### src/rtl/relu_quant_map_writer.sv
// relu_quant_map_writer
// Takes per-core convolution accumulators, applies ReLU, a rounding right
// shift and 16-bit saturation, and writes one row-major feature map per core
// into the average-pool input BRAMs at addresses 0..map_size^2-1. A one-cycle
// done pulse tells the controller the map is complete.
module relu_quant_map_writer #(
    parameter int COMPUTING_CORES             = 4,
    parameter int ACC_DATAWIDTH               = 32,
    parameter int number_datawidth            = 16,
    parameter int input_map_address_datawidth = 13,
    parameter int FRAC_SHIFT                  = 8,
    parameter int SIZE_DATAWIDTH              = 7
) (
    input  logic                                                   clk,
    input  logic                                                   reset,
    input  logic                                                   start,
    input  logic [SIZE_DATAWIDTH-1:0]                              map_size,
    input  logic                                                   in_valid,
    output logic                                                   in_ready,
    input  logic [COMPUTING_CORES*ACC_DATAWIDTH-1:0]               in_data,
    output logic [COMPUTING_CORES-1:0]                             wr_ena,
    output logic [COMPUTING_CORES*input_map_address_datawidth-1:0] BRAM_Wr_Address,
    output logic [COMPUTING_CORES*number_datawidth-1:0]            BRAM_Wr_Data,
    output logic                                                   busy,
    output logic                                                   done
);

    localparam int ACC_W  = ACC_DATAWIDTH;
    localparam int NUM_W  = number_datawidth;
    localparam int ADDR_W = input_map_address_datawidth;
    // Count and total must hold map_size^2, so they are twice the size width.
    localparam int CNT_W  = 2 * SIZE_DATAWIDTH;

    // Half an LSB of the quantised result, added before truncation for round-half-up.
    localparam logic [ACC_W:0] ROUND_BIAS = (ACC_W+1)'(1) << (FRAC_SHIFT - 1);
    // Largest positive value of a signed NUM_W-bit word.
    localparam logic [ACC_W:0] SAT_MAX    = ((ACC_W+1)'(1) << (NUM_W - 1)) - (ACC_W+1)'(1);

    typedef enum logic [1:0] {
        S_IDLE,
        S_RUN,
        S_FLUSH,
        S_DONE
    } state_t;

    state_t             state;
    logic [CNT_W-1:0]   total;
    logic [CNT_W-1:0]   count;
    logic [CNT_W-1:0]   size_sq;
    logic               accept;

    // ReLU, rounding shift and saturation of one lane. The extra top bit of
    // the intermediate keeps the rounding add from wrapping on large inputs.
    function automatic logic [NUM_W-1:0] quantise(input logic [ACC_W-1:0] x);
        logic [ACC_W:0] sum;
        logic [ACC_W:0] r;
        sum = {1'b0, x} + ROUND_BIAS;
        r   = sum >> FRAC_SHIFT;
        if (x[ACC_W-1])
            quantise = '0;
        else if (r > SAT_MAX)
            quantise = SAT_MAX[NUM_W-1:0];
        else
            quantise = r[NUM_W-1:0];
    endfunction

    assign size_sq  = CNT_W'(map_size) * CNT_W'(map_size);
    assign in_ready = (state == S_RUN);
    assign accept   = in_valid && in_ready;

    // Map sequencing plus the registered write port: every accepted beat
    // becomes one write on all lanes in the following cycle, at the
    // pre-increment count. Address and data hold between writes.
    always_ff @(posedge clk) begin
        if (reset) begin
            state           <= S_IDLE;
            total           <= '0;
            count           <= '0;
            wr_ena          <= '0;
            BRAM_Wr_Address <= '0;
            BRAM_Wr_Data    <= '0;
            busy            <= 1'b0;
            done            <= 1'b0;
        end else begin
            wr_ena <= '0;
            done   <= 1'b0;
            case (state)
                S_IDLE: begin
                    if (start) begin
                        total <= size_sq;
                        count <= '0;
                        if (map_size == '0) begin
                            state <= S_DONE;
                            done  <= 1'b1;
                        end else begin
                            state <= S_RUN;
                            busy  <= 1'b1;
                        end
                    end
                end
                S_RUN: begin
                    if (accept) begin
                        wr_ena <= '1;
                        for (int i = 0; i < COMPUTING_CORES; i++) begin
                            BRAM_Wr_Address[ADDR_W*i +: ADDR_W] <= ADDR_W'(count);
                            BRAM_Wr_Data[NUM_W*i +: NUM_W]      <= quantise(in_data[ACC_W*i +: ACC_W]);
                        end
                        count <= count + CNT_W'(1);
                        if (count == total - CNT_W'(1))
                            state <= S_FLUSH;
                    end
                end
                S_FLUSH: begin
                    state <= S_DONE;
                    busy  <= 1'b0;
                    done  <= 1'b1;
                end
                S_DONE: begin
                    state <= S_IDLE;
                end
                default: begin
                    state <= S_IDLE;
                end
            endcase
        end
    end

endmodule

### config.mk
export PLATFORM = sky130hd
export DESIGN_NAME = relu_quant_map_writer
export DESIGN_NICKNAME = d
export VERILOG_FILES = /design/src/rtl/relu_quant_map_writer.sv
export SDC_FILE = /design/constraint.sdc
export NUM_CORES = 1
export LEC_CHECK = 0
export CAP_MARGIN = 15
export CORE_MARGIN = 5
export CORE_UTILIZATION = 40
export DETAILED_ROUTE_END_ITERATION = 8
export PLACE_DENSITY = 0.79
export REMOVE_ABC_BUFFERS = 1
export SETUP_SLACK_MARGIN = 0.05
export SLEW_MARGIN = 20
export SYNTH_ARGS = -nofsm -noshare
export SYNTH_HDL_FRONTEND = slang
export SYNTH_SLANG_ARGS = --single-unit
### constraint.sdc
create_clock -name clk -period 6 [get_ports clk]
set_input_delay 1.2 -clock clk [delete_from_list [all_inputs] [get_ports clk]]
set_output_delay 1.2 -clock clk [all_outputs]
set_load 0.05 [all_outputs]
==> flow_summary.yaml, run 1 <==
hold_path:
  hold_path_depth: 2
  hp-class: "flop to flop"
  hold_start: "BRAM_Wr_Data[37]"
  holdPathEnd: "BRAM_Wr_Data[37]"
timing:
  post-route-period-util: 0.880
  finalSetupTns_ns: 0
  grt_setup_unrepaired: "no"
  min_period_ns: 5.28
  worst_pin_slew_ns: 0.835
  skew_ns: 0.00629
  fmax_mhz: 189
  maxSlewViolCount: 0
  hold_viol_final: 0
  slew_headroom: 0.438
  setup_violations: 0
  fin_hold_ws_ns: 0.465
worst_setup_path:
  slowest_delay_ns: 0.54
  crit-reg2reg-capture: "BRAM_Wr_Data[10]"
  worst_setup_path_start_kind: "input pin"
  crit_fanout: 4
  cpMostUsedCell: "inv_1"
  r2r_start: "state[1]"
  critPathSlowestCell: "fa_1"
  path_cells: "clkdlybuf4s50_1 -> inv_1 -> nor2_1 -> ha_1 -> xor2_1 -> fa_1 -> inv_1 -> fa_1 -> inv_1 -> fa_1 -> inv_1 -> ha_1 -> o21a_1 -> o31a_1 -> o41ai_1 -> a21oi_1 -> xor2_1 -> o21ai_0"
  required_ns: 6.27
  crit_type: "input pin to flop"
  end_kind: "flop"
  r2r_setup_slack_ns: 3.24
  arrival_ns: 5.55
  r2r_cells: 7
power:
  pwr-share-clk: 0.208
  p_leak_nw: 3.93
  p_seq_frac: 0.318
  sw_frac_of_total: 0.409
  pwr-share-comb: 0.474
  switching_power_mw: 1.18
  p_int_mw: 1.72
  cellPowerDensity_nw_per_um2: 281
  ir_drop_mv: 0.145
clock_tree:
  cts.sinks: 109
  clkTransAtPathRegs_ns: 0.07
  clockBufferDepth: 2
  postCtsSetupRepairBufs: 0
  tritoncts: "done"
  cts-root-buf: "clkbuf_16"
  numCtsBuffers: 9
  clock_latency_ns: 0.34
  cts_resized: 0
  postCtsHoldBufs: 0
  ctsHtreeMaxLevel: 3
detailed_routing:
  ant_nets: 0
  firstDrtPassIters: 5
  vias: 7418
  drt_wl_total_um: 20900
  drc: 0
  wl_per_cell_um: 14.9
  via_per_inst: 5.27
  drtIter0Drc: 378
final_layout:
  fin_area_um2: 10300
  drive_gt1_frac: 0.0552
  final_common_cell: "clkdlybuf4s50_1"
  final_cell_mix: "232 x clkdlybuf4s50_1, 136 x nand2_1, 109 x dfxtp_1, 77 x a21oi_1, 60 x nor2_1"
  final_core_util: 0.535
  area_growth_pct: 32.7
  final_nets: 1324
floorplanning:
  floorplan.initialDensity: 0.403
  die_w_um: 149
  die_area_um2: 22300
  fp.dieH_um: 149
  fp.coreArea_um2: 19300
  num_io_pins: 262
  std_cell_rows: 51
synth:
  ys_warn_count: 0
  synth_edf_count: 0
  synth_cells: 959
  dominantRegCellSynth: "dfxtp_1"
  synth_area_um2: 7770
  async_flop_share: 0
  synth-seq-cells: 109
  postSynthAreaPerCell_um2: 8.10
  ys_types: 80
  seq_area_frac_synth: 0.281
run:
  drv_cap: 0
grt:
  grt_pass1_wl_um: 33300
  grt_usage: 0.179
  overflow: 0
  grt_max_degree: 47
  grt_antenna_before_repair: 1
  grt_pass1_vias: 6738
placed_design:
  finalWeightedCongestion: 0.875
  placed_area_um2: 10000
  dp_hpwl_um: 16600
  io_buffers: 233
outcome:
  outcome: "complete, no violations"
## how the worst max path moves through the flow
stage	startpoint	end	slack [ns]	cells after the start
6_report	map_size[4]	total[13]	0.72	18
5_1_grt	map_size[4]	total[13]	0.49	18
4_1_cts	map_size[4]	total[13]	0.68	18
3_5_place_dp	map_size[4]	total[13]	0.33	18
3_3_place_gp	map_size[4]	total[13]	0.43	18
2_1_floorplan	map_size[4]	total[13]	1.12	17
## Yosys cell counts, types with 4 or more instances
master	n	area share
o21a_1	4	0.0039
nor3b_1	4	0.0039
buf_4	43	0.042
mux2i_1	7	0.0090
and4_1	9	0.010
nand2b_1	7	0.0056
nand3_1	48	0.031
nor2b_1	5	0.0040
nor2_1	61	0.029
or3_1	7	0.0056
a21oi_2	9	0.010
clkbuf_1	25	0.012
nand4_1	21	0.017
o21ai_0	26	0.017
a31o_2	4	0.0045
inv_1	32	0.015
nor4_1	8	0.0064
a21oi_1	77	0.050
dfxtp_1	109	0.28
and2_1	16	0.013
ha_1	35	0.056
nand2_1	136	0.066
xnor2_1	48	0.054
a31oi_1	8	0.0064
a22oi_1	4	0.0039
a221o_1	6	0.0077
xor2_1	49	0.055
o211ai_1	27	0.026
and3_1	24	0.019
fa_1	13	0.033
nor3_1	18	0.012
## state kept, by name (all words and copies together) (netlist names)
| register | cells |
|---|---|
| BRAM_Wr_Data | 64 |
| count | 14 |
| BRAM_Wr_Address | 13 |
| total | 13 |
| state | 2 |
| busy | 1 |
| done | 1 |
| wr_ena | 1 |
## final cells by class
type | count | area [um^2]
antenna | 1 | 2.50
multi-input combinational | 740 | 4960
clock buffer | 11 | 243
inverter | 32 | 120
fill | 1808 | 8960
clock inverter | 4 | 56.3
timing repair buffer | 245 | 2420
sequential | 109 | 2180
tap | 265 | 332
## power by group through the flow
stage                     logic [mW]  registers [mW]  clock network (mW)
after global routing            1.49           0.939               0.657
final                           1.38           0.922               0.602
after floorplan                0.618            1.24                   0
after detailed placement        1.38           0.939                   0
after global placement          1.35           0.932                   0
after CTS                       1.39           0.922               0.620
## cells by family after synthesis
family          synth area share
simple gates               0.254
compound gates             0.172
buf+inv                   0.0818
flops                      0.281
xor+xnor                   0.109
fa+ha+maj                 0.0899
mux                       0.0129
## stage by stage
step	instances	worst slack, ns	power (mW)
CTS	1406	0.678	2.93
detailed placement	1391	0.328	2.32
global route	1407	0.494	3.09
floorplan	881	1.12	1.86
global placement	1391	0.430	2.29
finish	1407	0.719	2.90
## routing by layer
layer  share of wire  global-route usage  up-vias
li1                -                   -     3701
met1            0.41               0.221     3471
met2            0.50               0.323      229
met4           0.013              0.0439        0
met3           0.070              0.0319       17
met5               0                   0        -
## critical path, delay by kind of cell
kind	cells	cell delay (ns)
compound gates	5	0.95
xor+xnor	2	0.36
fa+ha+maj	5	2.16
buf+inv	5	0.73
simple gates	1	0.16
Power figures use the tool's default switching activity.
==> run 2, diff against run 1 <==
--- a/config.mk
+++ b/config.mk
@@ -5,11 +5,11 @@
 export SDC_FILE = /design/constraint.sdc
 export NUM_CORES = 1
 export LEC_CHECK = 0
-export CAP_MARGIN = 15
+export CAP_MARGIN = 10
 export CORE_MARGIN = 5
 export CORE_UTILIZATION = 40
 export DETAILED_ROUTE_END_ITERATION = 8
-export PLACE_DENSITY = 0.79
+export PLACE_DENSITY = 0.76
 export REMOVE_ABC_BUFFERS = 1
 export SETUP_SLACK_MARGIN = 0.05
 export SLEW_MARGIN = 20
==> run 2 against run 1 <==
Net effect:
- hold slack improved by 0.0020 ns
- fmax increased by 0.85%
- worst setup slack better by 0.045 ns
- clock power shrank 5.5%
- global-route usage is 0.39 points higher
- highest routed layer unchanged
==> flow_summary.yaml, run 2 (synthesized netlist as in run 1, its figures left out) <==
power:
  ir_drop_mv: 0.146
  p_leak_nw: 3.92
  switching_power_mw: 1.20
  p_seq_frac: 0.320
  pwr-share-comb: 0.482
  pwr-share-clk: 0.198
  sw_frac_of_total: 0.419
  cellPowerDensity_nw_per_um2: 279
  p_int_mw: 1.67
final_layout:
  final_nets: 1326
  final_common_cell: "clkdlybuf4s50_1"
  largest_reg_flops: 64
  drive_gt1_frac: 0.0586
  area_growth_pct: 32.7
  top_regs: "BRAM_Wr_Data x64, count x14"
  final_cell_mix: "232 x clkdlybuf4s50_1, 136 x nand2_1, 109 x dfxtp_1, 77 x a21oi_1, 60 x nor2_1"
  regMostFlops: "BRAM_Wr_Data"
detailed_routing:
  via_per_inst: 5.18
  firstDrtPassIters: 7
  vias: 7304
  ant_nets: 0
  wl_per_cell_um: 15.0
  drt_wl_total_um: 21100
  drtIter0Drc: 275
  drc: 0
floorplanning:
  die_area_um2: 22300
  std_cell_rows: 51
  fp.coreArea_um2: 19300
  fp.dieH_um: 149
  floorplan.initialDensity: 0.403
  num_io_pins: 262
  die_w_um: 149
clock_tree:
  clock_latency_ns: 0.35
  postCtsHoldBufs: 0
  cts.sinks: 109
  numCtsBuffers: 9
  ctsHtreeMaxLevel: 3
  cts_resized: 0
  postCtsSetupRepairBufs: 0
  cts-root-buf: "clkbuf_16"
  clkTransAtPathRegs_ns: 0.07
  tritoncts: "done"
  clockBufferDepth: 2
timing:
  fin_hold_ws_ns: 0.467
  worst_pin_slew_ns: 0.835
  finalSetupTns_ns: 0
  maxSlewViolCount: 0
  post-route-period-util: 0.873
  slew_headroom: 0.442
  grt_setup_unrepaired: "no"
  hold_viol_final: 0
  skew_ns: 0.0115
  setup_violations: 0
  fmax_mhz: 191
  min_period_ns: 5.24
worst_setup_path:
  crit_type: "input pin to flop"
  required_ns: 6.28
  crit_path_end: "total[13]"
  crit_start: "map_size[4]"
  worst_setup_path_start_kind: "input pin"
  r2r_start: "state[1]"
  r2r_setup_slack_ns: 3.42
  r2r_cells: 8
  arrival_ns: 5.51
  end_kind: "flop"
  crit-reg2reg-capture: "BRAM_Wr_Data[12]"
  crit_fanout: 4
grt:
  grt_antenna_before_repair: 1
  overflow: 0
  grt_max_degree: 39
  grt_usage: 0.183
  grt_pass1_vias: 6750
  grt_pass1_wl_um: 33900
placed_design:
  finalWeightedCongestion: 0.870
  io_buffers: 233
  dp_hpwl_um: 17100
outcome:
  outcome: "complete, no violations"
hold_path:
  hold_start: "BRAM_Wr_Data[43]"
  hp-class: "flop to flop"
run:
  drv_cap: 0
==> run 2: per-stage QoR <==
step / util / worst slack [ns] / total power [mW] / instances / cell area (um^2)
after floorplan: - / 1.12 / 1.86 / 881 / 7250
after global placement: 0.520 / 0.427 / 2.30 / 1393 / 10000
after detailed placement: 0.520 / 0.368 / 2.32 / 1393 / 10000
after CTS: 0.535 / 0.726 / 2.89 / 1409 / 10300
after global routing: 0.535 / 0.415 / 3.07 / 1410 / 10300
final: 0.535 / 0.763 / 2.87 / 1410 / 10300
==> run 2: final cells by class <==
class | instances | area (um^2)
Sequential cell | 109 | 2180
Clock inverter | 7 | 57.6
Tap cell | 265 | 332
Antenna cell | 1 | 2.50
Multi-Input combinational cell | 740 | 4960
Inverter | 32 | 120
Fill cell | 1837 | 8960
Timing Repair Buffer | 247 | 2430
Clock buffer | 9 | 225
==> run 2: critical path, cell delays in order <==
cell             delay (ns)
clkdlybuf4s50_1        0.47
inv_1                  0.09
nor2_1                 0.16
ha_1                   0.27
xor2_1                 0.18
fa_1                   0.48
inv_1                  0.05
fa_1                   0.52
inv_1                  0.05
fa_1                   0.52
inv_1                  0.04
ha_1                   0.34
o21a_1                 0.19
o31a_1                 0.13
o41ai_1                0.35
a21oi_1                0.14
xor2_1                 0.16
o21ai_0                0.15
==> run 2: power groups by stage <==
| stage | sequential, mW | combinational, mW | clock [mW] |
|---|---|---|---|
| after floorplan | 1.24 | 0.618 | 0 |
| after global placement | 0.931 | 1.36 | 0 |
| after detailed placement | 0.938 | 1.39 | 0 |
| after CTS | 0.921 | 1.39 | 0.581 |
| after global routing | 0.937 | 1.51 | 0.615 |
| final | 0.920 | 1.38 | 0.569 |
==> run 2: worst min path at each step <==
stage                     slack (ns)  cells past startpoint                to
after floorplan                 0.45                      2          total[8]
after global placement          0.44                      1  BRAM_Wr_Data[43]
after detailed placement        0.45                      1  BRAM_Wr_Data[43]
after CTS                       0.47                      1  BRAM_Wr_Data[43]
after global routing            0.48                      2  BRAM_Wr_Data[42]
final                           0.47                      1  BRAM_Wr_Data[43]
==> run 2: routing by layer <==
metal | wire [um] | global-route usage | part of all wire
met3 | 1260 | 0.0319 | 0.060
met1 | 8860 | 0.222 | 0.42
met2 | 10400 | 0.328 | 0.49
met5 | 0 | 0 | 0
met4 | 538 | 0.0595 | 0.026
==> run 3, diff against run 2 <==
--- a/config.mk
+++ b/config.mk
@@ -11,7 +11,6 @@
 export DETAILED_ROUTE_END_ITERATION = 8
 export PLACE_DENSITY = 0.76
 export REMOVE_ABC_BUFFERS = 1
-export SETUP_SLACK_MARGIN = 0.05
 export SLEW_MARGIN = 20
 export SYNTH_ARGS = -nofsm -noshare
 export SYNTH_HDL_FRONTEND = slang
==> results of run 3 <==
No change in the layout: final DEF, timing and power equal those of run 2.
